[config.mk]
export PLATFORM = sky130hd
export DESIGN_NAME = inst_fetch
export DESIGN_NICKNAME = d
export VERILOG_FILES = /design/src/rtl/inst_fetch.sv
export SDC_FILE = /design/constraint.sdc
export NUM_CORES = 1
export LEC_CHECK = 0
export ABC_AREA = 1
export BUFFER_PORTS_ARGS = -buffer_cell sky130_fd_sc_hd__buf_4
export CAP_MARGIN = 40
export CORE_AREA = 2 2 186 115
export CTS_CLUSTER_SIZE = 12
export DETAILED_ROUTE_END_ITERATION = 7
export DIE_AREA = 0 0 188 117
export PLACE_DENSITY_LB_ADDON = 0.05
export SETUP_SLACK_MARGIN = 0.1
export SLEW_MARGIN = 20
export SYNTH_ARGS = -nofsm -noshare
export SYNTH_HDL_FRONTEND = slang
export SYNTH_SLANG_ARGS = --single-unit
[constraint.sdc]
create_clock -name w_clk -period 4 [get_ports w_clk]
set_input_delay 1.2 -clock w_clk [delete_from_list [all_inputs] [get_ports w_clk]]
set_output_delay 1.2 -clock w_clk [all_outputs]
set_load 0.05 [all_outputs]
[src/rtl/inst_fetch.sv]
// Instruction fetch unit: PC, in-flight tag and 2-entry {pc, inst} buffer toward decode.
// Optional perf counters (w_fetch_count, w_squash_count) enabled by `define FETCH_PERFCNT_EN.
module inst_fetch #(
    parameter logic [31:0] RESET_PC = 32'h0000_0000
) (
    input  logic        w_clk,
    input  logic        w_rst,
    output logic [5:0]  w_imem_addr,
    input  logic [31:0] w_imem_inst,
    input  logic        w_redirect,
    input  logic [31:0] w_redirect_pc,
    output logic        w_out_valid,
    input  logic        w_out_ready,
    output logic [31:0] w_out_pc,
    output logic [31:0] w_out_inst
`ifdef FETCH_PERFCNT_EN
    ,
    output logic [31:0] w_fetch_count,
    output logic [31:0] w_squash_count
`endif
);

    logic [31:0] r_pc;
    logic        r_if_valid;
    logic [31:0] r_if_pc;
    logic [1:0]  r_count;
    logic [31:0] r_pc0, r_inst0, r_pc1, r_inst1;

    logic        pop;
    logic        issue;
    logic [1:0]  kept;
    logic [2:0]  occ;
    logic [1:0]  nxt_count;
    logic [31:0] nxt_pc0, nxt_inst0, nxt_pc1, nxt_inst1;
    logic        unused_rpc_lsbs;

    assign unused_rpc_lsbs = ^w_redirect_pc[1:0];

    assign w_imem_addr = r_pc[7:2];
    assign w_out_valid = (r_count != 2'd0);
    assign w_out_pc    = r_pc0;
    assign w_out_inst  = r_inst0;

    assign pop   = w_out_valid && w_out_ready;
    assign kept  = r_count - {1'b0, pop};
    assign occ   = {1'b0, kept} + {2'b00, r_if_valid};
    assign issue = !w_redirect && (occ < 3'd2);

    // Entry 0 is the head; a pop shifts entry 1 down before the push lands at the first free slot.
    always_comb begin
        nxt_count = kept;
        nxt_pc0   = r_pc0;
        nxt_inst0 = r_inst0;
        nxt_pc1   = r_pc1;
        nxt_inst1 = r_inst1;
        if (pop) begin
            nxt_pc0   = r_pc1;
            nxt_inst0 = r_inst1;
        end
        if (w_redirect) begin
            nxt_count = 2'd0;
        end else if (r_if_valid) begin
            nxt_count = kept + 2'd1;
            if (kept == 2'd0) begin
                nxt_pc0   = r_if_pc;
                nxt_inst0 = w_imem_inst;
            end else begin
                nxt_pc1   = r_if_pc;
                nxt_inst1 = w_imem_inst;
            end
        end
    end

    always_ff @(posedge w_clk) begin
        if (w_rst) begin
            r_pc       <= RESET_PC;
            r_if_valid <= 1'b0;
            r_if_pc    <= '0;
            r_count    <= 2'd0;
            r_pc0      <= '0;
            r_inst0    <= '0;
            r_pc1      <= '0;
            r_inst1    <= '0;
        end else begin
            r_count <= nxt_count;
            r_pc0   <= nxt_pc0;
            r_inst0 <= nxt_inst0;
            r_pc1   <= nxt_pc1;
            r_inst1 <= nxt_inst1;
            if (w_redirect) begin
                r_if_valid <= 1'b0;
                r_pc       <= {w_redirect_pc[31:2], 2'b00};
            end else if (issue) begin
                r_if_valid <= 1'b1;
                r_if_pc    <= r_pc;
                r_pc       <= r_pc + 32'd4;
            end else begin
                r_if_valid <= 1'b0;
            end
        end
    end

`ifdef FETCH_PERFCNT_EN
    always_ff @(posedge w_clk) begin
        if (w_rst) begin
            w_fetch_count  <= '0;
            w_squash_count <= '0;
        end else begin
            if (pop)
                w_fetch_count <= w_fetch_count + 32'd1;
            if (w_redirect)
                w_squash_count <= w_squash_count + 32'(kept) + 32'(r_if_valid);
        end
    end
`endif

endmodule

==> run metrics, run 1 <==
pre-CTS setup slack=1.05 ns; Layout Skew=0.00691 ns; # Post-CTS Setup Buffers=0; # fillers=2087; final WL=22200 um; Mapped Area=8030 um^2; Final Hold Viols=0; fraction of registers with async set/reset=0; syn nets=1180; Clock Path Buffers=2; clock latency on the worst-skew pair=0.43 ns; Post-DRT Antenna Nets=0; Post-Layout Cell Count=1495; VDD IR max=0.278 mV; syn_area_per_cell=7.23 um^2; register area share after synthesis=0.471; H-tree depth=4; initial antenna violation count=0; nets@finish=1272; antenna cells=0; Num CTS Buffers=17; Fin Setup TNS=0 ns; status=completed; die area=22000 um^2; area growth from synthesis to layout=21.6%; critical path class=input port to flop; Setup violations, final=0; Slew @ Worst Pin=0.737 ns; # DRC=0; # rows=41; Max FO, Critical Path=64; Via density=4.92; # hold bufs at CTS=0; FF-to-FF path depth=6; fin. max-slew vios=0; WP data arrival=2.85 ns; Starting DRT DRC Count=480; I/O Buffers=136; chip width=188 um; LEAKAGE=3.82 nW; Rel. slew slack=0.508; pin count of the biggest net entering global routing=86; Crit path required time=4.30 ns; library cells used by synthesis=33; synthesis-stage register bit count=189; I/O pins=139; DIE HEIGHT=117 um; initial core utilization=0.392; Pre-Repair DR Iteration Count=4; area of the core=20500 um^2; Vias=7356; drt wl/cell=14.8 um; Hold Path Class=flop to flop; clock tree root buffer cell=clkbuf_16; GRT Util Overall=0.208; minimum clock period after layout=2.55 ns; EDFF count, synth=0; clock slew at reported path FFs=0.07 ns; Synth Instances=1111; max_cap viols=0; ratio of cells with drive above 1 in the final layout=0.180; Warnings, synthesis=0; final worst setup slack=1.45 ns; Post-CTS Resized=0; R2R setup slack=1.90 ns; vias in the first global route=6747; gpl congestion=0.877; fin crit share=0.637; RSZ-0062 raised after global routing=no; clock sink count=189; GRT Residual Overflow=0; element type at the critical path end=flop; Cell Pwr Density=434 nW/um^2; Synth Flop Type=dfxtp_1; CTS tree=built; first-pass GRT wire length=36000 um; hpwl dp=14600 um; Fmax=392 MHz; Hold Crit Depth=2; WHS=0.450 ns; Worst Setup Start Kind=input port; Placed Cells=1463
-- sequential cells by signal, indices dropped and copies added, names as in the netlist --
register and count:
r_count 2, r_pc1 30, r_inst1 32, w_out_inst 32, r_if_pc 30, w_out_pc 32
r_pc 30, r_if_valid 1
-- cell families after synthesis --
kind of cell | Yosys count | share of synthesized area
AOI/OAI and AO/OA | 274 | 0.185
xor gates and xnor gates | 13 | 0.0142
adders and majority gates | 1 | 0.00156
buffers and inverters | 119 | 0.0673
DFF | 189 | 0.471
and+or+nand+nor | 515 | 0.261
-- area by class of cell --
| class | count | area [um^2] | area share |
|---|---|---|---|
| flip-flops and latches | 189 | 3780 | 0.388 |
| inverters | 43 | 168 | 0.0172 |
| repair buffers | 149 | 1140 | 0.117 |
| multi-input cells | 803 | 3710 | 0.381 |
| clock buffers | 19 | 433 | 0.0444 |
| well taps | 279 | 349 | 0.0358 |
| clock inverters | 13 | 168 | 0.0172 |
-- cells in the final DEF (no fill, tap or decap), drive strengths merged --
cell type,n
bufinv,3
clkinv,5
dfxtp,189
clkbuf,19
o21ai,169
xnor2,3
a21oi,30
nand4,4
buf,149
xor2,10
ha,1
o21bai,1
or2,4
clkinvlp,5
o31ai,1
nor2,192
nand3b,1
inv,43
nand2,279
nand3,32
nor3,3
a31oi,73
-- metal layers --
metal / up-vias / GRT usage / wire [um]
met5: - / 0 / 0
met4: 0 / 0.0488 / 110
met3: 7 / 0.0447 / 1240
met2: 167 / 0.307 / 9020
met1: 3353 / 0.308 / 11800
li1: 3829 / - / -
-- cell usage after synthesis (4+ instances only) --
library cell | instances | area share
a31oi_1 | 73 | 0.057
xor2_1 | 10 | 0.011
nand3_1 | 30 | 0.019
a21oi_1 | 26 | 0.016
nand2_1 | 268 | 0.13
inv_2 | 4 | 0.0019
o21ai_0 | 153 | 0.095
or2_2 | 4 | 0.0031
nor2_1 | 181 | 0.085
dfxtp_1 | 189 | 0.47
inv_1 | 38 | 0.018
nand4_1 | 4 | 0.0031
buf_4 | 8 | 0.0075
clkbuf_1 | 34 | 0.016
o21ai_1 | 16 | 0.010
nor2_2 | 10 | 0.0078
buf_2 | 28 | 0.017
nand2_2 | 9 | 0.0070
a21oi_2 | 4 | 0.0044
-- critical path, stage by stage --
cell and delay [ns]:
buf_4 0.12, nor2_2 0.19, nand3_4 0.52, buf_4 0.47, o21ai_0 0.23, a31oi_1 0.06
-- metrics by stage --
stage,util,power (mW),cell area [um^2]
2_1_floorplan,-,2.37,8030
3_3_place_gp,0.447,2.54,9160
3_5_place_dp,0.447,2.54,9160
4_1_cts,0.477,4.29,9760
5_1_grt,0.477,4.42,9760
6_report,0.477,4.24,9760
-- where the power goes --
part	leakage [nW]	internal [mW]	switching [mW]
clock network	0.276	0.988	0.755
logic	2.00	0.168	0.314
registers	1.54	1.96	0.0602
-- worst paths after layout --
| check | startpoint | to |
|---|---|---|
| max | w_redirect | w_out_inst[7]$_SDFF_PP0_ |
| min | w_out_pc[0]$_SDFF_PP0_ | w_out_pc[0]$_SDFF_PP0_ |
| max reg2reg | r_if_valid$_SDFF_PP0_ | w_out_inst[7]$_SDFF_PP0_ |
| min reg2reg | w_out_pc[0]$_SDFF_PP0_ | w_out_pc[0]$_SDFF_PP0_ |
Power figures use the tool's default switching activity.
==> inputs of run 2 (changes only) <==
==> constraint.sdc (replaced) <==
create_clock -name w_clk -period 2.28 [get_ports w_clk]
set_input_delay 0.684 -clock w_clk [delete_from_list [all_inputs] [get_ports w_clk]]
set_output_delay 0.684 -clock w_clk [all_outputs]
set_load 0.05 [all_outputs]
==> run metrics, run 2 (synthesis results as in run 1) <==
Rel. slew slack=0.705 (+0.196); element type at the critical path end=primary output; R2R setup slack=0.37 ns (-1.53 ns); status=completed; RSZ-0062 raised after global routing=no; hpwl dp=14500 um (-0.75%); I/O pins=139 (unchanged); H-tree depth=4 (unchanged); max_cap viols=0 (unchanged); # rows=41 (unchanged); Starting DRT DRC Count=570 (+19%); gpl congestion=0.965 (+10%); nets@finish=1281 (+0.71%); Crit path required time=1.60 ns (-2.70 ns); Post-Layout Cell Count=1504 (+0.60%); most frequent cells in the layout=nand2_1, dfxtp_1, nor2_1, o21ai_0, buf_4; clock latency on the worst-skew pair=0.43 ns (about the same); Max FO, Critical Path=4 (-94%); GRT Residual Overflow=0 (unchanged); pin count of the biggest net entering global routing=90 (+4.7%); FF-to-FF path depth=10 (+4); initial antenna violation count=0 (unchanged); final WL=21800 um (-1.6%); LEAKAGE=3.91 nW (+2.5%); Layout Skew=0.00607 ns (-0.000843 ns); CTS tree=built; drt wl/cell=14.5 um (-2.2%); Post-CTS Resized=0 (unchanged); Num CTS Buffers=17 (unchanged); final worst setup slack=0.367 ns (-1.08 ns); initial core utilization=0.392 (unchanged); Placed Cells=1472 (+0.62%); # fillers=2121 (+1.6%); clock sink count=189 (unchanged); VDD IR max=0.541 mV (+94%); Hold Path End=w_out_pc[0]$_SDFF_PP0_; Cell Pwr Density=760 nW/um^2 (+75%); Fmax=523 MHz; pre-CTS setup slack=0.291 ns (-0.758 ns); I/O Buffers=136 (unchanged); commonest non-fill, non-tap cell in the layout=nand2_1; Post-DRT Antenna Nets=0 (unchanged); area growth from synthesis to layout=23.6%; Hold Startpoint=w_out_pc[0]$_SDFF_PP0_; GRT Util Overall=0.202 (-0.00580); Fin Setup TNS=0 ns (unchanged); area of the core=20500 um^2 (unchanged); # DRC=0 (unchanged); Pre-Repair DR Iteration Count=5 (+1); cells along the critical path=inv_1 > nand2_1 > buf_4; # Post-CTS Setup Buffers=0 (unchanged); slowest cell delay on critical path=0.31 ns (-0.21 ns); Slew @ Worst Pin=0.441 ns (-0.296 ns); minimum clock period after layout=1.91 ns; Util after Layout=0.485 (+0.00795); fin crit share=0.839; r2r startpoint=r_pc[3]$_SDFFE_PP0P_; clock tree root buffer cell=clkbuf_16; first-pass GRT wire length=34900 um (-3.0%); Vias=7382 (+0.35%); WP data arrival=1.23 ns (-1.62 ns); slowest CP cell=dfxtp_1; ratio of cells with drive above 1 in the final layout=0.187 (+0.00684); antenna cells=0 (unchanged); die area=22000 um^2 (unchanged); Worst Setup Start Kind=flop; Hold Path Class=flop to flop; vias in the first global route=6539 (-3.1%); chip width=188 um (unchanged); Via density=4.91 (-0.25%); Clock Path Buffers=2 (unchanged); fin. max-slew vios=0 (unchanged); Setup violations, final=0 (unchanged); Hold Crit Depth=2 (unchanged); clock slew at reported path FFs=0.07 ns (about the same); # hold bufs at CTS=0 (unchanged); critical path class=flop to primary output; DIE HEIGHT=117 um (unchanged); Final Hold Viols=0 (unchanged); RR Endpoint=r_pc[28]$_SDFFE_PP0P_
-- run 2: per-stage QoR --
| stage | hold WS [ns] | area (um^2) | total power [mW] |
|---|---|---|---|
| 2_1_floorplan | 0.430 | 8030 | 4.15 |
| 3_3_place_gp | 0.435 | 9300 | 4.47 |
| 3_5_place_dp | 0.439 | 9300 | 4.48 |
| 4_1_cts | 0.449 | 9920 | 7.62 |
| 5_1_grt | 0.482 | 9920 | 7.87 |
| 6_report | 0.454 | 9920 | 7.54 |
-- run 2: area by class of cell --
type,instances,area (um^2),share of cell area
flip-flops and latches,189,3780,0.381
multi-input cells,803,3710,0.374
repair buffers,158,1290,0.130
clock buffers,22,484,0.0488
well taps,279,349,0.0352
inverters,43,168,0.0169
clock inverters,10,136,0.0137
-- run 2: power breakdown --
part | total, mW | switching (mW) | leakage, nW | internal [mW]
combinational | 0.859 | 0.549 | 2.07 | 0.310
sequential | 3.54 | 0.107 | 1.54 | 3.43
clock | 3.15 | 1.31 | 0.298 | 1.84
total | 7.54 | 1.96 | 3.91 | 5.58
-- run 2: how the worst max path moves through the flow --
| stage | start | endpoint |
|---|---|---|
| floorplan | w_out_ready | r_pc[18]$_SDFFE_PP0P_ |
| global placement | w_out_ready | r_if_pc[17]$_SDFFE_PP0P_ |
| detailed placement | w_out_ready | r_pc[7]$_SDFFE_PP0P_ |
| CTS | r_count[1]$_SDFF_PP0_ | w_out_valid |
| global route | r_pc[3]$_SDFFE_PP0P_ | r_pc[28]$_SDFFE_PP0P_ |
| finish | r_count[1]$_SDFF_PP0_ | w_out_valid |
-- run 2: worst max-delay path, delay by kind of cell (launching register included) --
| family | cells | cell delay [ns] |
|---|---|---|
| buf+inv | 2 | 0.35 |
| flops | 1 | 0.31 |
| simple gates | 1 | 0.14 |
-- run 2: routing by layer --
metal / GRT usage / wire length (um)
met1: 0.303 / 11700
met2: 0.283 / 8500
met3: 0.0540 / 1480
met5: 0 / 0
met4: 0.0504 / 166
==> inputs of run 3 (changes only) <==
--- a/config.mk
+++ b/config.mk
@@ -5,13 +5,13 @@
 export SDC_FILE = /design/constraint.sdc
 export NUM_CORES = 1
 export LEC_CHECK = 0
-export ABC_AREA = 1
+export ABC_AREA = 0
 export BUFFER_PORTS_ARGS = -buffer_cell sky130_fd_sc_hd__buf_4
 export CAP_MARGIN = 40
-export CORE_AREA = 2 2 186 115
+export CORE_AREA = 2 2 184 114
 export CTS_CLUSTER_SIZE = 12
 export DETAILED_ROUTE_END_ITERATION = 7
-export DIE_AREA = 0 0 188 117
+export DIE_AREA = 0 0 186 116
 export PLACE_DENSITY_LB_ADDON = 0.05
 export SETUP_SLACK_MARGIN = 0.1
 export SLEW_MARGIN = 20
==> constraint.sdc (replaced) <==
create_clock -name w_clk -period 1.78 [get_ports w_clk]
set_input_delay 0.534 -clock w_clk [delete_from_list [all_inputs] [get_ports w_clk]]
set_output_delay 0.534 -clock w_clk [all_outputs]
set_load 0.05 [all_outputs]
==> run metrics, run 3 <==
die area=21600 um^2 (-1.9%); gpl congestion=0.822 (-15%); critical path class=flop to primary output; Clock Path Buffers=2 (unchanged); I/O pins=139 (unchanged); mux share of post-synthesis cell area=0.0795 (+0.0795); fin crit share=1.02; post-synthesis simple-gate area fraction=0.181 (-0.0798); fin. max-slew vios=0 (unchanged); slowest cell delay on critical path=0.33 ns (+0.02 ns); hpwl dp=14800 um (+2.1%); Vias=7031 (-4.8%); failing checks=negative setup slack; Warnings, synthesis=0 (unchanged); adder-cell share of the synthesized area=0.00160 (+0.0000442); most frequent cells in the layout=buf_4, nand2_1, dfxtp_1, a21oi_1, nor2_1; Setup violations, final=2 (+2); first-pass GRT wire length=34500 um (-1.3%); Synth top area share=0.485 (+0.0134); register area share after synthesis=0.485 (+0.0134); Fmax=552 MHz; element type at the critical path end=primary output; Mapped Area=7810 um^2 (-2.8%); Post-synth top cells=nand2_1, dfxtp_1, a21oi_1, nor2_1, a211oi_1; cells along the critical path=buf_6 > or2_4 > buf_8; Worst Setup Start Kind=flop; minimum clock period after layout=1.81 ns; status=complete, but fails checks; slowest CP cell=dfxtp_2; clock latency on the worst-skew pair=0.44 ns (about the same); clock sink count=189 (unchanged); library cells used by synthesis=40 (+21%); CTS tree=built; Top delay family on crit path=flip-flops; area of the core=19800 um^2 (-3.4%); vias in the first global route=6213 (-5.0%); Pre-Repair DR Iteration Count=5 (unchanged); Final Hold Viols=0 (unchanged); pin count of the biggest net entering global routing=68 (-24%); ratio of cells with drive above 1 in the final layout=0.292 (+0.105); synthesis-stage register bit count=189 (unchanged); initial antenna violation count=0 (unchanged); clock tree root buffer cell=clkbuf_16; Synth Instances=916 (-18%); # fillers=1877 (-12%); clock slew at reported path FFs=0.07 ns (about the same); Post-DRT Antenna Nets=0 (unchanged); Cell Pwr Density=911 nW/um^2 (+20%); Synth Flop Type=dfxtp_1; # DRC=0 (unchanged); chip width=186 um (-1.1%); Hold Path Class=input port to flop; most frequent cell after synthesis=nand2_1; Compound-Gate Fraction of Synth Area=0.179 (-0.00550); GRT Util Overall=0.209 (+0.00754); I/O Buffers=136 (unchanged); WP data arrival=1.28 ns (+0.05 ns); drt wl/cell=16.7 um (+15%); largest family of logic cells by synthesized area=simple AND/OR/NAND/NOR gates; VDD IR max=0.692 mV (+28%); Starting DRT DRC Count=466 (-18%); Via density=5.11 (+4.1%); EDFF count, synth=0 (unchanged); GRT Residual Overflow=0 (unchanged); Slew @ Worst Pin=0.310 ns (-0.132 ns); LEAKAGE=4.58 nW (+17%); final WL=23000 um (+5.4%); DIE HEIGHT=116 um (-0.85%); DP Area=9720 um^2 (+4.5%); Rel. slew slack=0.792 (+0.0877); Synth Area in XOR/XNOR=0.0292 (+0.0150); Max FO, Critical Path=2 (-2); synth top area cells=dfxtp_1, nand2_1, mux2i_1; syn nets=985 (-17%); Layout Skew=0.0102 ns (+0.00415 ns); RSZ-0062 raised after global routing=yes; multi-input logic area=3910 um^2 (+5.2%); # hold bufs at CTS=0 (unchanged); Crit path required time=1.25 ns (-0.35 ns); H-tree depth=4 (unchanged); nets@finish=1160 (-9.4%); final worst setup slack=-0.0300 ns (-0.397 ns); Bufs and invs on worst path=2 (unchanged); fraction of registers with async set/reset=0 (unchanged); syn_area_per_cell=8.52 um^2 (+18%); final instance area=10800 um^2 (+9.0%); Yosys top cell by area=dfxtp_1; # rows=40 (-2.4%); initial core utilization=0.395 (+0.00267); Util after Layout=0.547 (+0.0625); register area=3810 um^2 (+0.66%); WHS=0.346 ns (-0.109 ns); Num CTS Buffers=17 (unchanged); commonest non-fill, non-tap cell in the layout=buf_4; area growth from synthesis to layout=38.6%; max_cap viols=0 (unchanged)
-- run 3: through the flow --
stage,instances,TNS (ns),total power [mW],setup WS (ns)
global placement,1327,-17.82,5.87,-0.234
floorplan,916,-0.0150,5.33,-0.00751
finish,1376,-0.0405,9.86,-0.0300
global route,1375,-0.303,10.3,-0.122
CTS,1364,-0.0580,9.89,-0.0580
detailed placement,1327,-21.00,5.87,-0.250
-- run 3: power breakdown --
| part | total, mW | switching [mW] | internal (mW) | leakage [nW] |
|---|---|---|---|---|
| Sequential | 4.49 | 0.104 | 4.39 | 1.55 |
| Combinational | 1.39 | 0.833 | 0.553 | 2.74 |
| Clock | 3.98 | 1.65 | 2.32 | 0.295 |
| Total | 9.86 | 2.59 | 7.26 | 4.58 |
-- run 3: repair_timing --
| item | CTS | global route |
|---|---|---|
| pin swaps | 13 | 24 |
| hold endpoints to repair | 0 | 0 |
| gates cloned | 0 | 6 |
| setup endpoints to repair | 75 | 87 |
| gates resized for setup | 25 | 46 |
| buffers inserted | 8 | 5 |
-- run 3: worst paths after layout --
check | startpoint | to | slack (ns) | cells past startpoint
max | r_count[1]$_SDFF_PP0_ | w_out_valid | -0.03 | 3
min | w_imem_inst[8] | r_inst1[8]$_SDFFE_PP0P_ | 0.35 | 3
max reg2reg | r_pc[20]$_SDFFE_PP0P_ | r_pc[28]$_SDFFE_PP0P_ | -0.01 | 5
min reg2reg | r_inst1[26]$_SDFFE_PP0P_ | r_inst1[26]$_SDFFE_PP0P_ | 0.45 | 2
-- run 3: per-layer routing --
metal	track usage	up-vias	share of wire
met4	0.0504	0	0.0078
met1	0.336	3317	0.53
met5	0	-	0
li1	-	3530	-
met2	0.274	167	0.40
met3	0.0471	17	0.058
-- run 3: cell type report --
class	count	share of cell area
multi-input combinational	643	0.361
sequential	189	0.352
timing repair buffer	235	0.197
clock buffer	22	0.0438
tap	273	0.0316
clock inverter	8	0.0121
inverter	5	0.00173
antenna	1	0.000231
-- run 3: tightest hold or removal path, stage by stage --
cell	delay, ns
buf_4	0.11
nand2_1	0.05
a21oi_1	0.05
-- run 3: kinds of logic after synthesis --
logic type	count (synthesis)
compound gates	219
xor+xnor	26
mux	62
fa+ha+maj	1
flops	189
simple gates	334
buf+inv	85
